## src/rtl/if_fetch_ctrl.sv

```systemverilog
// Instruction fetch controller: drives a combinational ROM from a fetch PC and
// buffers {pc, inst} pairs in a small FIFO presented to decode.
module if_fetch_ctrl #(
    parameter int DEPTH = 2
) (
    input  logic        clk,
    input  logic        clrn,
    input  logic        fetch_en,
    input  logic        redirect,
    input  logic [31:0] redirect_pc,
    output logic [31:0] rom_a,
    input  logic [31:0] rom_inst,
    output logic        id_valid,
    input  logic        id_ready,
    output logic [31:0] id_inst,
    output logic [31:0] id_pc
);

    localparam int PTR_W = $clog2(DEPTH);
    localparam logic [PTR_W:0]   FULL_CNT = (PTR_W + 1)'(DEPTH);
    localparam logic [PTR_W:0]   CNT_ONE  = (PTR_W + 1)'(1);
    localparam logic [PTR_W-1:0] PTR_ONE  = PTR_W'(1);

    typedef enum logic {IDLE, RUN} state_t;

    state_t            state_q, state_d;
    logic [31:0]       pc_q, pc_d;
    logic [PTR_W-1:0]  rd_ptr_q, rd_ptr_d;
    logic [PTR_W-1:0]  wr_ptr_q, wr_ptr_d;
    logic [PTR_W:0]    count_q, count_d;
    logic [31:0]       pc_mem   [DEPTH];
    logic [31:0]       inst_mem [DEPTH];
    logic              run;
    logic              push;
    logic              pop;

    // fetch_en takes effect in the cycle it is sampled, so pushing is
    // qualified by the state being entered rather than the registered one.
    always_comb begin
        state_d = state_q;
        case (state_q)
            IDLE: if (fetch_en)  state_d = RUN;
            RUN:  if (!fetch_en) state_d = IDLE;
            default: state_d = IDLE;
        endcase
        run = (state_d == RUN);
    end

    assign id_valid = (count_q != '0);
    assign pop      = id_valid && id_ready && !redirect;
    assign push     = run && !redirect && ((count_q != FULL_CNT) || pop);

    always_comb begin
        pc_d     = pc_q;
        rd_ptr_d = rd_ptr_q;
        wr_ptr_d = wr_ptr_q;
        count_d  = count_q;
        if (redirect) begin
            pc_d     = {redirect_pc[31:2], 2'b00};
            rd_ptr_d = '0;
            wr_ptr_d = '0;
            count_d  = '0;
        end else begin
            if (push) begin
                pc_d     = pc_q + 32'd4;
                wr_ptr_d = wr_ptr_q + PTR_ONE;
            end
            if (pop) begin
                rd_ptr_d = rd_ptr_q + PTR_ONE;
            end
            case ({push, pop})
                2'b10:   count_d = count_q + CNT_ONE;
                2'b01:   count_d = count_q - CNT_ONE;
                default: count_d = count_q;
            endcase
        end
    end

    always_ff @(posedge clk or negedge clrn) begin
        if (!clrn) begin
            state_q  <= IDLE;
            pc_q     <= '0;
            rd_ptr_q <= '0;
            wr_ptr_q <= '0;
            count_q  <= '0;
        end else begin
            state_q  <= state_d;
            pc_q     <= pc_d;
            rd_ptr_q <= rd_ptr_d;
            wr_ptr_q <= wr_ptr_d;
            count_q  <= count_d;
        end
    end

    // Storage needs no reset: the head is only visible while count is non-zero.
    always_ff @(posedge clk) begin
        if (push) begin
            pc_mem[wr_ptr_q]   <= pc_q;
            inst_mem[wr_ptr_q] <= rom_inst;
        end
    end

    assign rom_a   = pc_q;
    assign id_pc   = id_valid ? pc_mem[rd_ptr_q]   : 32'd0;
    assign id_inst = id_valid ? inst_mem[rd_ptr_q] : 32'd0;

endmodule

```

## config.mk

```make
export PLATFORM = sky130hd
export DESIGN_NAME = if_fetch_ctrl
export DESIGN_NICKNAME = d
export VERILOG_FILES = /design/src/rtl/if_fetch_ctrl.sv
export SDC_FILE = /design/constraint.sdc
export NUM_CORES = 1
export LEC_CHECK = 0
export BUFFER_PORTS_ARGS = -buffer_cell sky130_fd_sc_hd__clkbuf_2
export CAP_MARGIN = 20
export CORE_MARGIN = 4
export CORE_UTILIZATION = 45
export CTS_BUF_LIST = sky130_fd_sc_hd__clkbuf_8 sky130_fd_sc_hd__clkbuf_16
export CTS_CLUSTER_DIAMETER = 30
export DETAILED_ROUTE_END_ITERATION = 8
export PLACE_DENSITY = 0.75
export SLEW_MARGIN = 20
export SYNTH_ARGS = -nofsm -noshare
export SYNTH_HDL_FRONTEND = slang
export SYNTH_SLANG_ARGS = --single-unit
```

## constraint.sdc

```tcl
create_clock -name clk -period 6 [get_ports clk]
set_input_delay 1.2 -clock clk [delete_from_list [all_inputs] [get_ports clk]]
set_output_delay 1.2 -clock clk [all_outputs]
set_load 0.01 [all_outputs]
```

==> results of run 1 <==
[cells in the mapped netlist, drive strengths merged]
| master | instances |
|---|---|
| inv | 3 |
| and3 | 9 |
| o31ai | 13 |
| or3 | 4 |
| a2111oi | 1 |
| nand3 | 21 |
| nor2b | 4 |
| and2 | 1 |
| ha | 1 |
| nor3 | 2 |
| a221oi | 1 |
| mux2i | 63 |
| nor4b | 1 |
| o211ai | 2 |
| nor3b | 2 |
| nand2 | 24 |
| edfxtp | 124 |
| o21ai | 15 |
| a22o | 1 |
| conb | 1 |
| a22oi | 3 |
| nand2b | 1 |
| xor2 | 9 |
| and4 | 2 |
| or3b | 1 |
| or4b | 1 |
| nor2 | 84 |
| nand4 | 10 |
| or4 | 18 |
| buf | 16 |
| mux2 | 1 |
| a31oi | 15 |
| o31a | 1 |
| a21boi | 1 |
| clkbuf | 17 |
| dfrtp | 34 |
| xnor2 | 1 |
| a21oi | 2 |
[worst max path at each step]
stage | startpoint | to | slack, ns
floorplan | redirect | inst_mem[0][0] | 1.26
global placement | id_ready | pc_mem[1][28] | 2.16
detailed placement | id_ready | pc_mem[1][28] | 2.09
CTS | id_ready | pc_mem[1][29] | 2.52
global route | id_ready | pc_mem[0][29] | 2.40
finish | id_ready | inst_mem[0][23] | 2.65
[per-layer routing]
layer  wire length (um)  global-route usage [%]  vias up  share of wire [%]
met2               7600                    30.3      192                 49
met5                 13                       0        -              0.083
met3               1140                    4.76       21                7.3
met1               6680                    23.5     2274                 43
met4                215                    6.84        2                1.4
li1                   -                       -     2217                  -
[logic make-up (layout without fill, tap and decap cells)]
logic type	count (synthesis)	in the layout	share of synthesized area, %
simple gates	185	185	13.6
flops	158	158	67.3
mux	64	64	9.45
compound gates	55	55	5.25
buf+inv	36	199	2.91
xor+xnor	10	10	1.29
fa+ha+maj	1	1	0.184
other cells	1	4	0.0552
[cell type report]
cell class                 instances  area, sq um  area share [%]
clock buffer                      17          425            5.10
sequential                       158         4580            54.8
inverter                           3         11.3           0.135
tap                              184          230            2.76
clock inverter                    15          156            1.87
timing repair buffer             164          882            10.6
multi-input combinational        319         2060            24.7
[sequential cells by signal, indices dropped and copies added, names as in the netlist]
register,flops
pc_mem,60
rd_ptr_q,1
count_q,2
rom_a,30
wr_ptr_q,1
inst_mem,64
[power groups by stage]
stage	Sequential [mW]	Clock, mW	Combinational (mW)
2_1_floorplan	1.32	0	0.167
3_3_place_gp	1.34	0	0.269
3_5_place_dp	1.35	0	0.276
4_1_cts	1.33	1.08	0.278
5_1_grt	1.32	1.14	0.317
6_report	1.32	1.06	0.286
[through the flow]
| stage | cells | worst slack [ns] | instance area (sq um) |
|---|---|---|---|
| 2_1_floorplan | 513 | 1.26 | 6820 |
| 3_3_place_gp | 826 | 2.16 | 7730 |
| 3_5_place_dp | 826 | 2.09 | 7730 |
| 4_1_cts | 858 | 2.52 | 8310 |
| 5_1_grt | 860 | 2.40 | 8350 |
| 6_report | 860 | 2.65 | 8350 |
==> metrics.txt, run 1 <==
core area 14600 sq um; number of global-route vias before repair 4592; largest net degree at the start of global routing 64; share of layout cells above drive strength 1 30.2%; gpl congestion 0.817; fin. max-slew vios 0; Initial Util 46.4%; status finished, final reports clean; initial antenna violation count 1; yosys synthesis warning count 0; Final ANT Viol Nets 0; critical path depth 5; total global routing track utilization 18.4%; synthesized flop and latch total 158; reg-to-reg slack, setup slightly above 3 ns; Post-CTS Hold Buffers 0; crit-path max cell delay ~0.90 ns; worst-path maximum fanout 43; Leak 3.21 nW; Least-Margin Pin Slew 1.06 ns; Post-Synthesis Cells slightly above 500; Num CTS Buffers 17; Clock Power Share between 30 and 40%; DRT Pass-1 Iters 5; Fmax 298 MHz; Net Sw Power 0.649 mW; Cell variety after synth 44; routed via count roughly 4700; Final Critical Period approximately 3.4 ns; final wirelength 15.7 mm; Reg2Reg Launch Point count_q[1]; Clock Skews 0.00854 ns; Pint ~2.0 mW; Worst setup EP type flip-flop; Worst Hold Endpoint pc_mem[0][10]; Seq/Total Area, Yosys 67.3%; end of the worst register-to-register path inst_mem[0][23]; top post-synthesis cells by area edfxtp_1 (55%), dfrtp_1 (13%), mux2i_1 (9.3%), nor2_1 (4.6%), or4_1 (1.9%); Vias/cell approximately 5.5; R2R cell count 4; Final period util 55.9%; port buffer count between 150 and 200; Flop pwr share 49.4%; Die Ht 131 um; critical path, cell by cell clkbuf_2 > or3b_1 > nand2_1 > nor3_4 > buf_12; Final nets around 730; Fillers 1224; die footprint 17100 sq um; # Post-CTS Setup Buffers 0; Clock Sinks 158; gr ovfl total 0; die width 131 um; setup_tns 0 ns; area grow syn2layout 22.9%; DP Wirelength 10.5 mm; CP startpoint kind input port; row count 44; Sw Ratio 24.3%; Avg WL per Cell about 18 um; Comb power frac 10.7%; highest-count cells in the layout ignoring fill and taps clkbuf_2 (159), edfxtp_1 (124), nor2_1 (83), mux2i_1 (63), dfrtp_1 (33); CTS tree yes; H-tree Lvls 4; Max Root-Sink Buffers 2; CP Data Required Time about 6.1 ns; endpoints failing setup 0; Residual DRC 0; WHS Path Cells 0; total power 2.67 mW; Buffers & Inverters on Critical Path 2; CP top delay family simple AND/OR/NAND/NOR gates; RSZ-0062 raised after global routing no; largest area contributor in the netlist edfxtp_1; most common cell after layout, fill and taps aside clkbuf_2; Max-slew headroom 29.4%; Min-Delay Startpoint rom_a[10]; max-cap check violation count 0; CTS clk-pin slew, worst paths 0.06 ns; Synth top area share 54.8%; first-pass GRT wire length between 20 and 25 mm; Worst-Skew Late Latency 0.42 ns; Hold WC Path Type flip-flop to flip-flop; PostCTS Resize Cnt 0; Power Density 319 nW/um^2; Iter 0 DRT Violations 265; maximum VDD drop ~0.00019 V; Cell Area, Synth 6800 sq um; crit path max-delay cell type nor3_4; Ports 166; Mapped Avg Cell Area 13.3 sq um; clock root buffer clkbuf_16; Antenna Cells 0; Min Hold Slack 0.571 ns; critical path type input port to flip-flop; Arrival @ worst endpoint 3.45 ns; final core utilization 57.0%; final hold viol count 0
(Power assumes the default switching activity.)
==> inputs of run 2 (changes only) <==
PLACE_DENSITY = 0.72   (was 0.75)
clock period = 3.4 ns   (was 6 ns; I/O delays follow)
==> run 2 against run 1 <==
Register-to-register slack lost 1.9 ns. Count of clock-buffer cells in the layout did not move. Worst setup slack lost 1.9 ns. Largest cell class unchanged. Non-clock buffer count rose by 5. Die area unchanged. Critical path depth down 1. First-iteration DRC count up 29%. Critical path type is now flip-flop to output pin. Global-route usage is essentially flat. Highest routed layer is now met4.
==> metrics.txt, run 2 (synthesized netlist as in run 1, its figures left out) <==
crit-path max cell delay 0.74 ns (-0.16 ns); Iter 0 DRT Violations 341 (+29%); Flop pwr share 50.9% (+1.5 points); Sw Ratio 24.0% (-0.39 points); worst-path maximum fanout 38 (-12%); DP Area 7780 sq um (+0.68%); Power Density 549 nW/um^2 (+72%); Vias/cell 5.43 (-0.71%); CP Data Required Time 2.72 ns (-3.38 ns); Fmax 376 MHz; final core utilization 56.8% (-0.22 points); core area 14600 sq um (unchanged); H-tree Lvls 4 (unchanged); most common cell after layout, fill and taps aside clkbuf_2; final wirelength 15.5 mm (-1.0%); Clock Power Share 38.0% (-1.9 points); Avg WL per Cell 17.9 um (-1.4%); row count 44 (unchanged); Initial Util 46.4% (unchanged); maximum VDD drop 0.000356 V (+89%); critical path, cell by cell buf_12 > mux2i_1 > nor2_1 > clkbuf_2; Ports 166 (unchanged); DRT Pass-1 Iters 5 (unchanged); Die Ht 131 um (unchanged); final instance area 8320 sq um (-0.39%); clock root buffer clkbuf_16; setup_tns 0 ns (unchanged); port buffer count 159 (unchanged); endpoints failing setup 0 (unchanged); die footprint 17100 sq um (unchanged); total global routing track utilization 18.3% (-0.047 points); Final nets 738 (+0.68%); max reg flops 64 (unchanged); Final Critical Period between 2 and 3 ns; DP Worst Slack 0.784 ns (-1.30 ns); first-pass GRT wire length 23.7 mm (-1.4%); PostCTS Resize Cnt 0 (unchanged); Comb power frac 11.1% (+0.4 points); number of global-route vias before repair 4551 (-0.89%); Residual DRC 0 (unchanged); final hold viol count 0 (unchanged); Arrival @ worst endpoint 1.98 ns (-1.47 ns); DP Wirelength 10.5 mm (+0.88%); Leak 3.20 nW (-0.16%); share of layout cells above drive strength 1 29.9% (-0.28 points); initial antenna violation count 0 (-1); # Post-CTS Setup Buffers 0 (unchanged); routed via count 4689 (-0.36%); Post-CTS Hold Buffers 0 (unchanged); Clock Skews 0.00868 ns (+0.000142 ns); fin. max-slew vios 0 (unchanged); Max-slew headroom 40.5% (+11 points); RSZ-0062 raised after global routing no; max-cap check violation count 0 (unchanged); gr ovfl total 0 (unchanged); highest-count cells in the layout ignoring fill and taps clkbuf_2 (159), edfxtp_1 (124), nor2_1 (83), mux2i_1 (63), dfrtp_1 (33); Hold WC Path Type input port to asynchronous set/reset pin; status finished, final reports clean; CTS clk-pin slew, worst paths 0.06 ns (about the same); Biggest register inst_mem; critical path type flip-flop to output pin; final worst slack 0.741 ns (-1.90 ns); Pint 3.47 mW (+72%); Num CTS Buffers 17 (unchanged); Antenna Cells 0 (unchanged); Max Root-Sink Buffers 2 (unchanged); Final period util about four fifths; Worst-Skew Late Latency 0.42 ns (about the same); CTS tree yes; gpl congestion 0.785 (-3.9%); Worst setup EP type output pin; Least-Margin Pin Slew 0.892 ns (-0.163 ns); CP startpoint kind flip-flop; Clock Sinks 158 (unchanged); Final ANT Viol Nets 0 (unchanged); Net Sw Power 1.09 mW (+68%); die width 131 um (unchanged); area grow syn2layout 22.4%; crit path max-delay cell type dfrtp_4; largest net degree at the start of global routing 45 (-30%); total power 4.56 mW (+71%)
run 2: changes by cell type in the layout (fill, tap and decap cells not counted), sizes merged:
cell | previous run | this run
inv | 7 | 6
buf | 5 | 10
bufinv | 3 | 2
clkinvlp | 1 | 0
clkinv | 7 | 8
run 2: worst max-delay path, delay by kind of cell, from the launching register on:
| family | cells | cell delay [ns] |
|---|---|---|
| mux | 1 | 0.23 |
| simple gates | 1 | 0.08 |
| buf+inv | 2 | 0.49 |
| flops | 1 | 0.74 |
run 2: power groups by stage:
stage                     Combinational, mW  Sequential, mW  Clock (mW)
after floorplan                       0.294            2.33           0
after global placement                0.504            2.35           0
after detailed placement              0.515            2.36           0
after CTS                             0.517            2.32        1.77
after global routing                  0.562            2.34        1.86
final                                 0.507            2.32        1.73
run 2: path summary, 6_finish.rpt:
check | start | end | slack, ns | depth (start not counted)
max in group asynchronous | clrn | rd_ptr_q | 2.36 | 1
max | rd_ptr_q | id_pc[27] | 0.74 | 4
min in group clk | rom_inst[18] | inst_mem[0][18] | 0.46 | 1
min | clrn | rom_a[7] | 0.38 | 1
max reg2reg | count_q[1] | inst_mem[1][8] | 1.11 | 5
min reg2reg | rom_a[3] | pc_mem[1][3] | 0.57 | 0
run 2: layout make-up:
type | instances | area (sq um)
timing repair buffer | 169 | 896
multi-input combinational | 319 | 2060
inverter | 3 | 11.3
clock buffer | 17 | 425
fill | 1215 | 6330
clock inverter | 13 | 110
sequential | 158 | 4580
tap | 184 | 230
run 2: stage by stage:
| step | hold slack [ns] | std cells |
|---|---|---|
| finish | 0.381 | 863 |
| CTS | 0.392 | 863 |
| floorplan | 0.384 | 513 |
| detailed placement | 0.546 | 833 |
| global route | 0.432 | 863 |
| global placement | 0.538 | 833 |
run 2: layer usage:
| metal | track usage [%] | vias up | wire length, um |
|---|---|---|---|
| li1 | - | 2225 | - |
| met1 | 24.3 | 2271 | 6760 |
| met2 | 29.9 | 179 | 7580 |
| met3 | 4.51 | 14 | 959 |
| met4 | 5.81 | 0 | 185 |
| met5 | 0 | - | 0 |
==> inputs of run 3 (changes only) <==
PLACE_DENSITY = 0.75   (was 0.72)
clock period = 2.3 ns   (was 3.4 ns; I/O delays follow)
==> run 3 against run 2 <==
Power rose by 51%. Sequential share of layout area fell by 1.1 points. Critical path depth did not move. First-iteration DRC count fell by 1.5%. Worst setup slack got worse by 0.59 ns. Worst hold slack got worse by 0.23 ns. Combinational power rose by 62%. Clock power rose by 55%. Core utilization rose by 1.2 points. Wire length rose by 2.5%. Sequential power rose by 47%. Register-to-register slack got worse by 0.90 ns. Highest routed layer unchanged.
==> metrics.txt, run 3 (synthesized netlist as in run 1, its figures left out) <==
CTS tree yes; status finished, final reports clean; Max Root-Sink Buffers 2 (unchanged); Clock Sinks 158 (unchanged); share of layout cells above drive strength 1 32.3% (+2.4 points); number of global-route vias before repair 4735 (+4.0%); Arrival @ worst endpoint 1.69 ns (-0.29 ns); die width 131 um (unchanged); Fmax 466 MHz; Worst setup EP type output pin; Initial Util 46.4% (unchanged); H-tree Lvls 4 (unchanged); gr ovfl total 0 (unchanged); Worst-Skew Late Latency 0.42 ns (about the same); Vias/cell 5.42 (-0.32%); Least-Margin Pin Slew 0.890 ns (-0.00253 ns); initial antenna violation count 0 (unchanged); gpl congestion 0.833 (+6.1%); Leak 3.30 nW (+2.9%); max reg flops 64 (unchanged); endpoints failing setup 0 (unchanged); RSZ-0062 raised after global routing no; Min Hold Slack 0.155 ns (-0.226 ns); critical path, cell by cell nor2_4 > buf_4 > nor2_1 > clkbuf_2; total power 6.90 mW (+51%); maximum VDD drop 0.000531 V (+49%); Die Ht 131 um (unchanged); Clock Skews 0.00596 ns (-0.00271 ns); most common cell after layout, fill and taps aside clkbuf_2; crit path max-delay cell type dfrtp_1; Max-slew headroom 40.7% (+0.17 points); Iter 0 DRT Violations 336 (-1.5%); Power Density 813 nW/um^2 (+48%); final wirelength 15.9 mm (+2.5%); CP top delay family buffers and inverters; Avg WL per Cell 18.0 um (+0.54%); first-pass GRT wire length 24.3 mm (+2.3%); row count 44 (unchanged); fin. max-slew vios 0 (unchanged); die footprint 17100 sq um (unchanged); CP startpoint kind flip-flop; Final Critical Period 2.15 ns; FF/Latch Area 4580 sq um (unchanged); critical path type flip-flop to output pin; Num CTS Buffers 17 (unchanged); routed via count 4766 (+1.6%); max-cap check violation count 0 (unchanged); worst-path maximum fanout 37 (-2.6%); Biggest register inst_mem; Residual DRC 0 (unchanged); clock root buffer clkbuf_16; port buffer count 159 (unchanged); DP Area 7880 sq um (+1.3%); core area 14600 sq um (unchanged); final hold viol count 0 (unchanged); setup_tns 0 ns (unchanged); area grow syn2layout 24.9%; CP Data Required Time 1.84 ns (-0.88 ns); Fillers 1222 (+0.58%); DRT Pass-1 Iters 4 (-1); Final nets 753 (+2.0%); Post-CTS Hold Buffers 0 (unchanged); Final period util 93.4%; DP Wirelength 11.0 mm (+4.5%); total global routing track utilization 18.5% (+0.22 points); multi-input logic area 2070 sq um (+0.12%); Buffers & Inverters on Critical Path 2 (unchanged); final instance area 8490 sq um (+2.1%); Hold WC Path Type input port to asynchronous set/reset pin; Antenna Cells 0 (unchanged); Ports 166 (unchanged); crit-path max cell delay 0.45 ns (-0.29 ns); largest net degree at the start of global routing 61 (+36%); highest-count cells in the layout ignoring fill and taps clkbuf_2 (159), edfxtp_1 (124), nor2_1 (83), mux2i_1 (63), dfrtp_1 (33); Final ANT Viol Nets 0 (unchanged); CTS clk-pin slew, worst paths 0.06 ns (about the same)
run 3: cell types whose count changed in the layout (fill, tap and decap cells not counted), sizes merged:
cell	before	now
buf	10	25
clkbuf	176	177
clkinv	8	6
clkinvlp	0	2
inv	6	7
run 3: per-stage QoR:
stage               setup slack (ns)  utilization [%]  cells
global route                  0.0413             58.0    880
floorplan                     -0.658                -    513
global placement               0.218             53.8    843
CTS                           0.0582             57.7    875
finish                         0.153             58.0    880
detailed placement             0.134             53.8    843
run 3: final cells by class:
cell class	instances	area share, %
Clock buffer	18	5.17
Clock inverter	14	1.52
Inverter	3	0.133
Multi-Input combinational cell	319	24.4
Sequential cell	158	53.9
Tap cell	184	2.71
Timing Repair Buffer	184	12.2
run 3: path summary, 6_finish.rpt:
kind / startpoint / to / slack, ns / depth (start not counted)
setup / recovery: count_q[0] / id_inst[2] / 0.15 / 4
hold / removal: clrn / count_q[0] / 0.16 / 1
setup reg to reg: rom_a[7] / rom_a[25] / 0.21 / 4
hold reg to reg: rom_a[3] / pc_mem[0][3] / 0.57 / 0
max in group asynchronous: clrn / rd_ptr_q / 1.49 / 1
min in group clk: rom_inst[6] / inst_mem[1][6] / 0.23 / 1
run 3: worst register-to-register path, delay by kind of cell, from the launching register on:
family             cells  cell delay, ns
AOI/OAI and AO/OA      1            0.42
DFF                    1            0.44
and+or+nand+nor        3            1.11
run 3: per-layer routing:
metal,track usage (%),routed length [um],vias up
met5,0,0,-
met4,5.69,228,0
met3,4.39,1120,21
met2,30.7,7710,176
met1,24.4,6810,2311
li1,-,-,2258
run 3: power by group:
part	switching, mW	total, mW	internal, mW
clock network	1.07	2.68	1.61
registers	0.134	3.40	3.27
logic	0.477	0.821	0.343
total	1.68	6.90	5.22
run 3: timing repair:
| item | CTS | global route |
|---|---|---|
| gates resized for setup | 0 | 0 |
| endpoints found under the setup margin | 0 | 2 |
| buffers inserted | 0 | 5 |
